**src/rtl/idelay_seq_pkg.sv**
```systemverilog
// Shared types and constants for the IDELAYCTRL reset/ready sequencer.
package idelay_seq_pkg;

    localparam int RETRY_W = 4;

    typedef enum logic [2:0] {
        WAIT_LOCK,
        SETTLE,
        WAIT_RDY,
        PULSE,
        READY,
        FAIL
    } seq_state_e;

endpackage

```
**src/rtl/idelay_ctrl_sequencer_if.sv**
```systemverilog
// Handshake bundle between the sequencer (master) and the DCM/IDELAYCTRL/capture side (slave).
interface idelay_ctrl_sequencer_if;
    import idelay_seq_pkg::*;

    logic               sys_clk_lock;
    logic               idelay_rdy;
    logic               restart;
    logic               idelay_rst;
    logic               calib_ready;
    logic               calib_fail;
    logic [RETRY_W-1:0] retry_count;

    modport master (
        input  sys_clk_lock, idelay_rdy, restart,
        output idelay_rst, calib_ready, calib_fail, retry_count
    );

    modport slave (
        output sys_clk_lock, idelay_rdy, restart,
        input  idelay_rst, calib_ready, calib_fail, retry_count
    );

endinterface

```
**src/rtl/idelay_ctrl_sequencer_sync_2ff.sv**
```systemverilog
// Two-flop synchroniser for a single asynchronous level, cleared asynchronously.
module sync_2ff (
    input  logic clk,
    input  logic clr,
    input  logic d,
    output logic q
);

    logic meta_q, meta_d;
    logic sync_q, sync_d;

    always_comb begin
        meta_d = d;
        sync_d = meta_q;
    end

    always_ff @(posedge clk or posedge clr) begin
        if (clr) begin
            meta_q <= 1'b0;
            sync_q <= 1'b0;
        end else begin
            meta_q <= meta_d;
            sync_q <= sync_d;
        end
    end

    assign q = sync_q;

endmodule

```
**src/rtl/idelay_ctrl_sequencer.sv**
```systemverilog
// Sequences IDELAYCTRL reset release after DCM lock, retries on ready timeout,
// and reports calibrated/failed status. Outputs are decoded from the next state.
module idelay_ctrl_sequencer
    import idelay_seq_pkg::*;
#(
    parameter int RST_CYCLES  = 16,
    parameter int LOCK_SETTLE = 256,
    parameter int RDY_TIMEOUT = 1024,
    parameter int MAX_RETRY   = 7,
    parameter int CNT_W       = 16
) (
    input  logic                     sys_clk,
    input  logic                     sys_rst,
    idelay_ctrl_sequencer_if.master  bus
);

    if (MAX_RETRY > (1 << RETRY_W) - 1) begin : g_chk_max_retry
        $error("MAX_RETRY must fit in the retry_count width");
    end
    if ((RST_CYCLES - 1) >= (1 << CNT_W) || (LOCK_SETTLE - 1) >= (1 << CNT_W) ||
        (RDY_TIMEOUT - 1) >= (1 << CNT_W)) begin : g_chk_cnt_w
        $error("CNT_W too narrow for the configured cycle counts");
    end

    localparam logic [CNT_W-1:0]   SETTLE_LAST  = CNT_W'(LOCK_SETTLE - 1);
    localparam logic [CNT_W-1:0]   TIMEOUT_LAST = CNT_W'(RDY_TIMEOUT - 1);
    localparam logic [CNT_W-1:0]   PULSE_LAST   = CNT_W'(RST_CYCLES - 1);
    localparam logic [RETRY_W-1:0] RETRY_MAX    = RETRY_W'(MAX_RETRY);

    function automatic logic [RETRY_W-1:0] retry_sat_inc(input logic [RETRY_W-1:0] v);
        return (v >= RETRY_MAX) ? RETRY_MAX : v + 1'b1;
    endfunction

    logic lock_s, rdy_s;

    sync_2ff u_sync_lock (.clk(sys_clk), .clr(sys_rst), .d(bus.sys_clk_lock), .q(lock_s));
    sync_2ff u_sync_rdy  (.clk(sys_clk), .clr(sys_rst), .d(bus.idelay_rdy),   .q(rdy_s));

    seq_state_e         state_q, state_d;
    logic [CNT_W-1:0]   cnt_q, cnt_d;
    logic [RETRY_W-1:0] retry_q, retry_d;
    logic               idelay_rst_q, idelay_rst_d;
    logic               calib_ready_q, calib_ready_d;
    logic               calib_fail_q, calib_fail_d;

    always_ff @(posedge sys_clk or posedge sys_rst) begin
        if (sys_rst) begin
            state_q       <= WAIT_LOCK;
            cnt_q         <= '0;
            retry_q       <= '0;
            idelay_rst_q  <= 1'b1;
            calib_ready_q <= 1'b0;
            calib_fail_q  <= 1'b0;
        end else begin
            state_q       <= state_d;
            cnt_q         <= cnt_d;
            retry_q       <= retry_d;
            idelay_rst_q  <= idelay_rst_d;
            calib_ready_q <= calib_ready_d;
            calib_fail_q  <= calib_fail_d;
        end
    end

    always_comb begin
        state_d = state_q;
        retry_d = retry_q;
        if (bus.restart) begin
            state_d = WAIT_LOCK;
            retry_d = '0;
        end else if (!lock_s && state_q != WAIT_LOCK) begin
            state_d = WAIT_LOCK;
        end else begin
            case (state_q)
                WAIT_LOCK: if (lock_s) state_d = SETTLE;
                SETTLE:    if (cnt_q == SETTLE_LAST) state_d = WAIT_RDY;
                WAIT_RDY: begin
                    // Ready seen on the timeout cycle still counts as success.
                    if (rdy_s) begin
                        state_d = READY;
                    end else if (cnt_q == TIMEOUT_LAST) begin
                        if (retry_q < RETRY_MAX) begin
                            retry_d = retry_sat_inc(retry_q);
                            state_d = PULSE;
                        end else begin
                            state_d = FAIL;
                        end
                    end
                end
                PULSE:     if (cnt_q == PULSE_LAST) state_d = WAIT_RDY;
                READY: begin
                    if (!rdy_s) begin
                        state_d = PULSE;
                        retry_d = '0;
                    end
                end
                FAIL:      state_d = FAIL;
                default:   state_d = WAIT_LOCK;
            endcase
        end
        // Timed states restart their count on entry; untimed states park at zero.
        if (state_d != state_q || !(state_d inside {SETTLE, WAIT_RDY, PULSE})) begin
            cnt_d = '0;
        end else begin
            cnt_d = cnt_q + 1'b1;
        end
    end

    always_comb begin
        idelay_rst_d  = !(state_d == WAIT_RDY || state_d == READY);
        calib_ready_d = (state_d == READY);
        calib_fail_d  = (state_d == FAIL);
    end

    assign bus.idelay_rst  = idelay_rst_q;
    assign bus.calib_ready = calib_ready_q;
    assign bus.calib_fail  = calib_fail_q;
    assign bus.retry_count = retry_q;

endmodule

```
**src/flat_wrapper.sv**
```systemverilog
// flat-port wrapper written by rule: the top's interface ports become plain ports
module idelay_ctrl_sequencer_flat import idelay_seq_pkg::*;
#(
    parameter int RST_CYCLES  = 16,
    parameter int LOCK_SETTLE = 256,
    parameter int RDY_TIMEOUT = 1024,
    parameter int MAX_RETRY   = 7,
    parameter int CNT_W       = 16
)
  (sys_clk, sys_rst, bus_sys_clk_lock, bus_idelay_rdy, bus_restart, bus_idelay_rst, bus_calib_ready, bus_calib_fail, bus_retry_count);
  idelay_ctrl_sequencer_if bus_i ();
  input  logic sys_clk;
  input  logic sys_rst;
  input wire logic [$bits(bus_i.sys_clk_lock)-1:0] bus_sys_clk_lock;
  input wire logic [$bits(bus_i.idelay_rdy)-1:0] bus_idelay_rdy;
  input wire logic [$bits(bus_i.restart)-1:0] bus_restart;
  output wire logic [$bits(bus_i.idelay_rst)-1:0] bus_idelay_rst;
  output wire logic [$bits(bus_i.calib_ready)-1:0] bus_calib_ready;
  output wire logic [$bits(bus_i.calib_fail)-1:0] bus_calib_fail;
  output wire logic [$bits(bus_i.retry_count)-1:0] bus_retry_count;
  assign bus_i.sys_clk_lock = bus_sys_clk_lock;
  assign bus_i.idelay_rdy = bus_idelay_rdy;
  assign bus_i.restart = bus_restart;
  assign bus_idelay_rst = bus_i.idelay_rst;
  assign bus_calib_ready = bus_i.calib_ready;
  assign bus_calib_fail = bus_i.calib_fail;
  assign bus_retry_count = bus_i.retry_count;
  idelay_ctrl_sequencer #(.RST_CYCLES(RST_CYCLES), .LOCK_SETTLE(LOCK_SETTLE), .RDY_TIMEOUT(RDY_TIMEOUT), .MAX_RETRY(MAX_RETRY), .CNT_W(CNT_W)) u_core (.sys_clk(sys_clk), .sys_rst(sys_rst), .bus(bus_i));
endmodule
```
**config.mk**
```make
export PLATFORM = sky130hd
export DESIGN_NAME = idelay_ctrl_sequencer_flat
export DESIGN_NICKNAME = d
export VERILOG_FILES = /design/src/rtl/idelay_seq_pkg.sv /design/src/rtl/idelay_ctrl_sequencer_if.sv /design/src/rtl/idelay_ctrl_sequencer_sync_2ff.sv /design/src/rtl/idelay_ctrl_sequencer.sv /design/src/flat_wrapper.sv
export SDC_FILE = /design/constraint.sdc
export NUM_CORES = 1
export LEC_CHECK = 0
export ABC_AREA = 1
export CORE_UTILIZATION = 61
export CTS_CLUSTER_SIZE = 30
export DETAILED_ROUTE_END_ITERATION = 12
export GPL_ROUTABILITY_DRIVEN = 1
export HOLD_SLACK_MARGIN = 0.05
export PLACE_DENSITY = 0.92
export SLEW_MARGIN = 10
export SYNTH_ARGS = -nofsm -noshare
export SYNTH_HDL_FRONTEND = slang
export SYNTH_SLANG_ARGS = --single-unit
```
**constraint.sdc**
```tcl
create_clock -name sys_clk -period 6.05 [get_ports sys_clk]
set_clock_uncertainty 0.2 [all_clocks]
set_input_delay 1.815 -clock sys_clk [delete_from_list [all_inputs] [get_ports sys_clk]]
set_output_delay 1.815 -clock sys_clk [all_outputs]
set_load 0.01 [all_outputs]
```
# Word-level counts from Yosys, hierarchy flattened
# Index checks and enable logic that the tools add are counted.
# Widths: inputs -> output; s select.
# word_totals
regBits	30
input_bits	5
output_inout_bits	7
wordCells	63
# op_classes
addsub	2
n_lt_le_gt_ge	2
n_eq_ne	19
n_mux	19
n_reduce_logical	11
# op_table
operator	n
$mux 4	7
$mux 3	9
$pmux 3 s6	1
$add 16x1->16 const B	1
$eq 16x10->1 const B	1
$eq 16x4->1 const B	1
$eq 16x8->1 const B	1
$mux 16	1
$eq 3x2->1 const B	4
$eq 3x3->1 const B	4
$reduce_bool 3->1	3
$pmux 4 s2	1
$eq 3x1->1 const B	2
$ne 3x2->1 const B	2
$ne 3x3->1 const B	2
$reduce_and 6->1	1
$add 4x1->4 const B	1
$ge 4x3->1 const B	1
$lt 4x3->1 const B	1
$logic_not 1->1	3
$logic_not 3->1	1
$ne 3x3->1	1
$logic_or 1x1->1	2
$ne 2x2->1 const B	1
$logic_and 1x1->1	1

# Longest topological paths before layout
# depth
depth_word	12
ltp_mapped	15
ltp_nobuf	14

# By module
# From an unflattened synthesis, not the netlist that was laid out.
# hier_totals
cells_unflattened	190
hier_area_um2	1619.1
# modules_own_cells
mod	instances	cells_per_inst	area_per_inst_um2	seq_area_each_um2
idelay_ctrl_sequencer	1	184	1511.4	651.9
sync_2ff	2	3	53.8	50.0

# Least setup slack after synthesis
# No wires, ideal clock.
# synth_path
path_type	input to register
startpoint	input port bus_restart
endpoint	register u_core.cnt_q[9]
setup_ps	68
arrival_ps	2758
required_time_ps	5782
slack_ps	3023
cell_stages	8
n_path_buf	1
path_cell_list	a221oi_4 > nand2_2 > nand2_2 > nand2_2 > nor2_4 > nand2_4 > buf_12 > nor2_4
# synth_between
elab_chain_len	6
word_cells_on_any_way	9
cone_classes	4 x eq/ne; 2 x mux; 3 x reduce/logical
# synth_lines
item	line	source
start, declared	flat_wrapper.sv:16	input wire logic [$bits(bus_i.restart)-1:0] bus_restart;
$mux 3 *	idelay_ctrl_sequencer.sv:67	if (bus.restart) begin
$eq 3x1->1 / $eq 3x2->1 (equally long branches)	idelay_ctrl_sequencer.sv:101	if (state_d != state_q || !(state_d inside {SETTLE, WAIT_RDY, PULSE})) begin
$reduce_bool 3->1	idelay_ctrl_sequencer.sv:101	
$logic_not 1->1	idelay_ctrl_sequencer.sv:101	
$logic_or 1x1->1 *	idelay_ctrl_sequencer.sv:101	
$mux 16 *	idelay_ctrl_sequencer.sv:101	
net u_core.cnt_d[9]	idelay_ctrl_sequencer.sv:40	logic [CNT_W-1:0] cnt_q, cnt_d;
end signal, assigned	idelay_ctrl_sequencer.sv:56	cnt_q <= cnt_d;
end, declared	idelay_ctrl_sequencer.sv:40	
# The timed path passes the listed nets; every way through them passes the cells marked *.
# A chain may end at the register's enable or synchronous reset.

# Final worst setup path
# layout_path
startpoint	register u_core.idelay_rst_q (netlist: u_core.bus.idelay_rst)
endpoint	output port bus_idelay_rst
# layout_lines
item	line	source
start, declared	idelay_ctrl_sequencer.sv:42	logic idelay_rst_q, idelay_rst_d;
start signal, assigned	idelay_ctrl_sequencer.sv:58	idelay_rst_q <= idelay_rst_d;
end, declared	flat_wrapper.sv:17	output wire logic [$bits(bus_i.idelay_rst)-1:0] bus_idelay_rst;
# No word-level cell between the ends.

==> summary.md <==
| Metric | Value |
|---|---|
| Core ar. | 2570 µm² |
| Crit Path Max Fanout | 1 |
| Iteration-0 DRC count of the detailed router | 29 |
| Minimum clock period | 3.40 ns |
| Starting Density | 66.9% |
| Final net count | 214 |
| VDD IR max | 0.000208 V |
| Pin count of the biggest net entering global routing | 31 |
| Max_slew headroom | 59.6% |
| Worst path arrival time | 1.38 ns |
| Setup violators final | 0 |
| Required time of the critical path | 4.03 ns |
| DR DRC count | 0 |
| Die area | 3030 µm² |
| Power density cells | 205 nW/µm² |
| Num CTS Buffers | 5 |
| RePlAce Congestion | 0.889 |
| R2r setup slk | 3.75 ns |
| Slew @ Worst Pin | 0.605 ns |
| Cell area after synthesis | 1720 µm² |
| Setup TNS | 0 ns |
| # clock sinks | 30 |
| Fillers | 189 |
| Pwr Total | 0.000395 W |
| Max Slew Vio Count | 0 |
| H-tree level count | 2 |
| Root Buffer | clkbuf_4 |
| Layout area overhead | 11.9% |
| Met1 usage | 29.6% |
| Routed len/inst | 13.7 µm |
| WL final | 3260 µm |
| CTS resizes | 0 |
| Cell family with most CP delay | flip-flops |
| Die width | 55.1 µm |
| Vias per std cell | 5.38 |
| Vias in the first global route | 1215 |
| DIE HEIGHT | 55.1 µm |
| Reg-to-Reg Start | u_core.bus.retry_count[1]$_DFFE_PP0P_ |
| CTS tree | yes |
| Router iterations before antenna repair | 4 |
| R2R Path End | u_core.cnt_q[15]$_DFF_PP0_ |
| CP cell instances | clkdlybuf4s50_1 |
| RSZ-0062 raised after global routing | no |
| Min-Delay Path Depth | 0 |
| Leakage power | 0.936 nW |
| Site Rows | 18 |
| Post-CTS Setup Inserts | 0 |
| Busiest grt layer | met2 |
| First-pass GRT wire length | 5090 µm |
| Maxcap violations | 0 |
| Met2 Track Usage GR | 40.4% |
| Post-CTS Hold Fix Bufs | 0 |
| Port Buffers | 11 |
| Syn. warnings | 0 |
| Post-DRT Antenna Nets | 0 |
| Tightest Hold Check Type | flip-flop to flip-flop |
| Dpl hpwl | 2400 µm |
| Period utilisation layout | 56.2% |
| Syn_area_per_cell | 9.04 µm² |
| Post-synthesis sequential area ratio | 43.8% |
| FMAX | 0.294 GHz |
| Diode count | 0 |
| Critical-path top delay cell | dfstp_2 |
| Hold-critical path endpoint | u_core.u_sync_lock.q$_DFF_PP0_ |
| Buf+Inv Stages, Crit Path | 1 |
| Final hold violation count | 0 |
| Critical setup path kind | flip-flop to output port |
| Critical Path End Type | output port |
| Initial antenna violation count | 0 |
| Via count | 1281 |
| Cells after Synth | 190 |
| Largest stage delay, worst path | 0.53 ns |
| Outcome | finished, final reports clean |
| Clock buffer depth | 2 |
| Total grt overflow | 0 |
| GRT met3 Usage | 7.92% |
| Synth Net Count | 197 |
| I/O pin cnt | 12 |
| R2R cell count | 11 |
| Clock transition at the registers of the reported paths | 0.11 ns |
| Worst skew pair latency | 0.34 ns |
| Critical hold path startpoint | u_core.u_sync_lock.meta_q$_DFF_PP0_ |
| Total GRT Usage | 25.0% |
| Kind of start point of the critical path | flip-flop |
| Yosys reg bits | 30 |
| Yosys cell types | 31 |
| Ratio of cells with drive above 1 in the final layout | 20.2% |
[flip-flops by register name, indices dropped and copies added (netlist names)]
name and flops:
u_core.bus.calib_fail 1, u_core.bus.calib_ready 1, u_core.bus.idelay_rst 1, u_core.bus.retry_count 4
u_core.cnt_q 16, u_core.state_q 3, u_core.u_sync_lock.meta_q 1, u_core.u_sync_lock.q 1
u_core.u_sync_rdy.meta_q 1, u_core.u_sync_rdy.q 1
[cells in the mapped netlist (all sizes together)]
| cell | n | area, µm² |
|---|---|---|
| o31ai | 1 | 7.51 |
| buf | 1 | 20.0 |
| nand3b | 1 | 7.51 |
| o21ai | 4 | 20.0 |
| xnor2 | 3 | 26.3 |
| nor3 | 1 | 5.00 |
| a22oi | 1 | 7.51 |
| ha | 2 | 25.0 |
| a21oi | 2 | 21.3 |
| nor2 | 37 | 240 |
| nor4 | 1 | 6.26 |
| dfrtp | 29 | 726 |
| dfstp | 1 | 26.3 |
| xor2 | 9 | 78.8 |
| o21bai | 1 | 7.51 |
| nand2 | 41 | 189 |
| nand4 | 4 | 25.0 |
| a221oi | 1 | 26.3 |
| a21boi | 1 | 7.51 |
| nand3 | 21 | 135 |
| inv | 27 | 101 |
| o32ai | 1 | 8.76 |
[report_power, final]
part / internal, W / total, W / switching (W)
clock network: 0.0000856 / 0.000159 / 0.0000730
logic: 0.00000859 / 0.0000302 / 0.0000217
registers: 0.000203 / 0.000206 / 0.00000242
total: 0.000297 / 0.000395 / 0.0000971
[cell families after synthesis]
kind of cell | share of synthesized area (%)
AND/OR/NAND/NOR | 35.4
flip-flops | 43.8
buffers and inverters | 7.06
AO/OA/AOI/OAI | 6.19
XOR/XNOR | 6.12
adder cells (fa/ha/maj) | 1.46
[layout by cell type (no fill, tap or decap), types with 3 or more instances in the layout]
cell type and instances:
clkbuf_4 5, clkdlybuf4s50_1 11, dfrtp_1 29, inv_1 22, inv_2 5, nand2_1 31
nand2_2 8, nand3_1 18, nand4_1 4, nor2_1 24, nor2_4 11, o21ai_0 4
xnor2_1 3, xor2_1 9
[metrics by stage]
step / setup WS, ns / hold slack (ns) / instance area, µm² / utilization (%) / std cells
after floorplan: 3.02 / 0.131 / 1720 / - / 190
after global placement: 2.46 / 0.134 / 1850 / 71.9 / 230
after detailed placement: 2.37 / 0.141 / 1850 / 71.9 / 230
after CTS: 2.63 / 0.165 / 1920 / 74.9 / 238
after global routing: 2.60 / 0.171 / 1920 / 74.9 / 238
final: 2.65 / 0.165 / 1920 / 74.9 / 238
[final cells by class]
type                       instances  area, µm²  share of cell area [%]
clock buffer                       5       37.5                    1.95
clock inverter                     3       40.0                    2.08
inverter                          27        101                    5.27
multi-input combinational        132        845                    43.9
sequential                        30        752                    39.1
tap                               30       37.5                    1.95
timing repair buffer              11        110                    5.73
[per-layer routing]
metal,vias to the layer above,wire length [µm]
met3,9,114
met4,0,67
met1,612,1420
met5,-,0
li1,634,-
met2,26,1660
[worst max path at each step]
stage,from,cells past startpoint,endpoint,slack [ns]
floorplan,bus_restart,8,u_core.cnt_q[9]$_DFF_PP0_,3.02
global placement,bus_restart,8,u_core.cnt_q[0]$_DFF_PP0_,2.46
detailed placement,bus_restart,8,u_core.cnt_q[3]$_DFF_PP0_,2.37
CTS,u_core.bus.idelay_rst$_DFF_PP1_,1,bus_idelay_rst,2.63
global route,u_core.bus.idelay_rst$_DFF_PP1_,1,bus_idelay_rst,2.60
finish,u_core.bus.idelay_rst$_DFF_PP1_,1,bus_idelay_rst,2.65
Note: power is estimated with default switching activity, not from simulation.
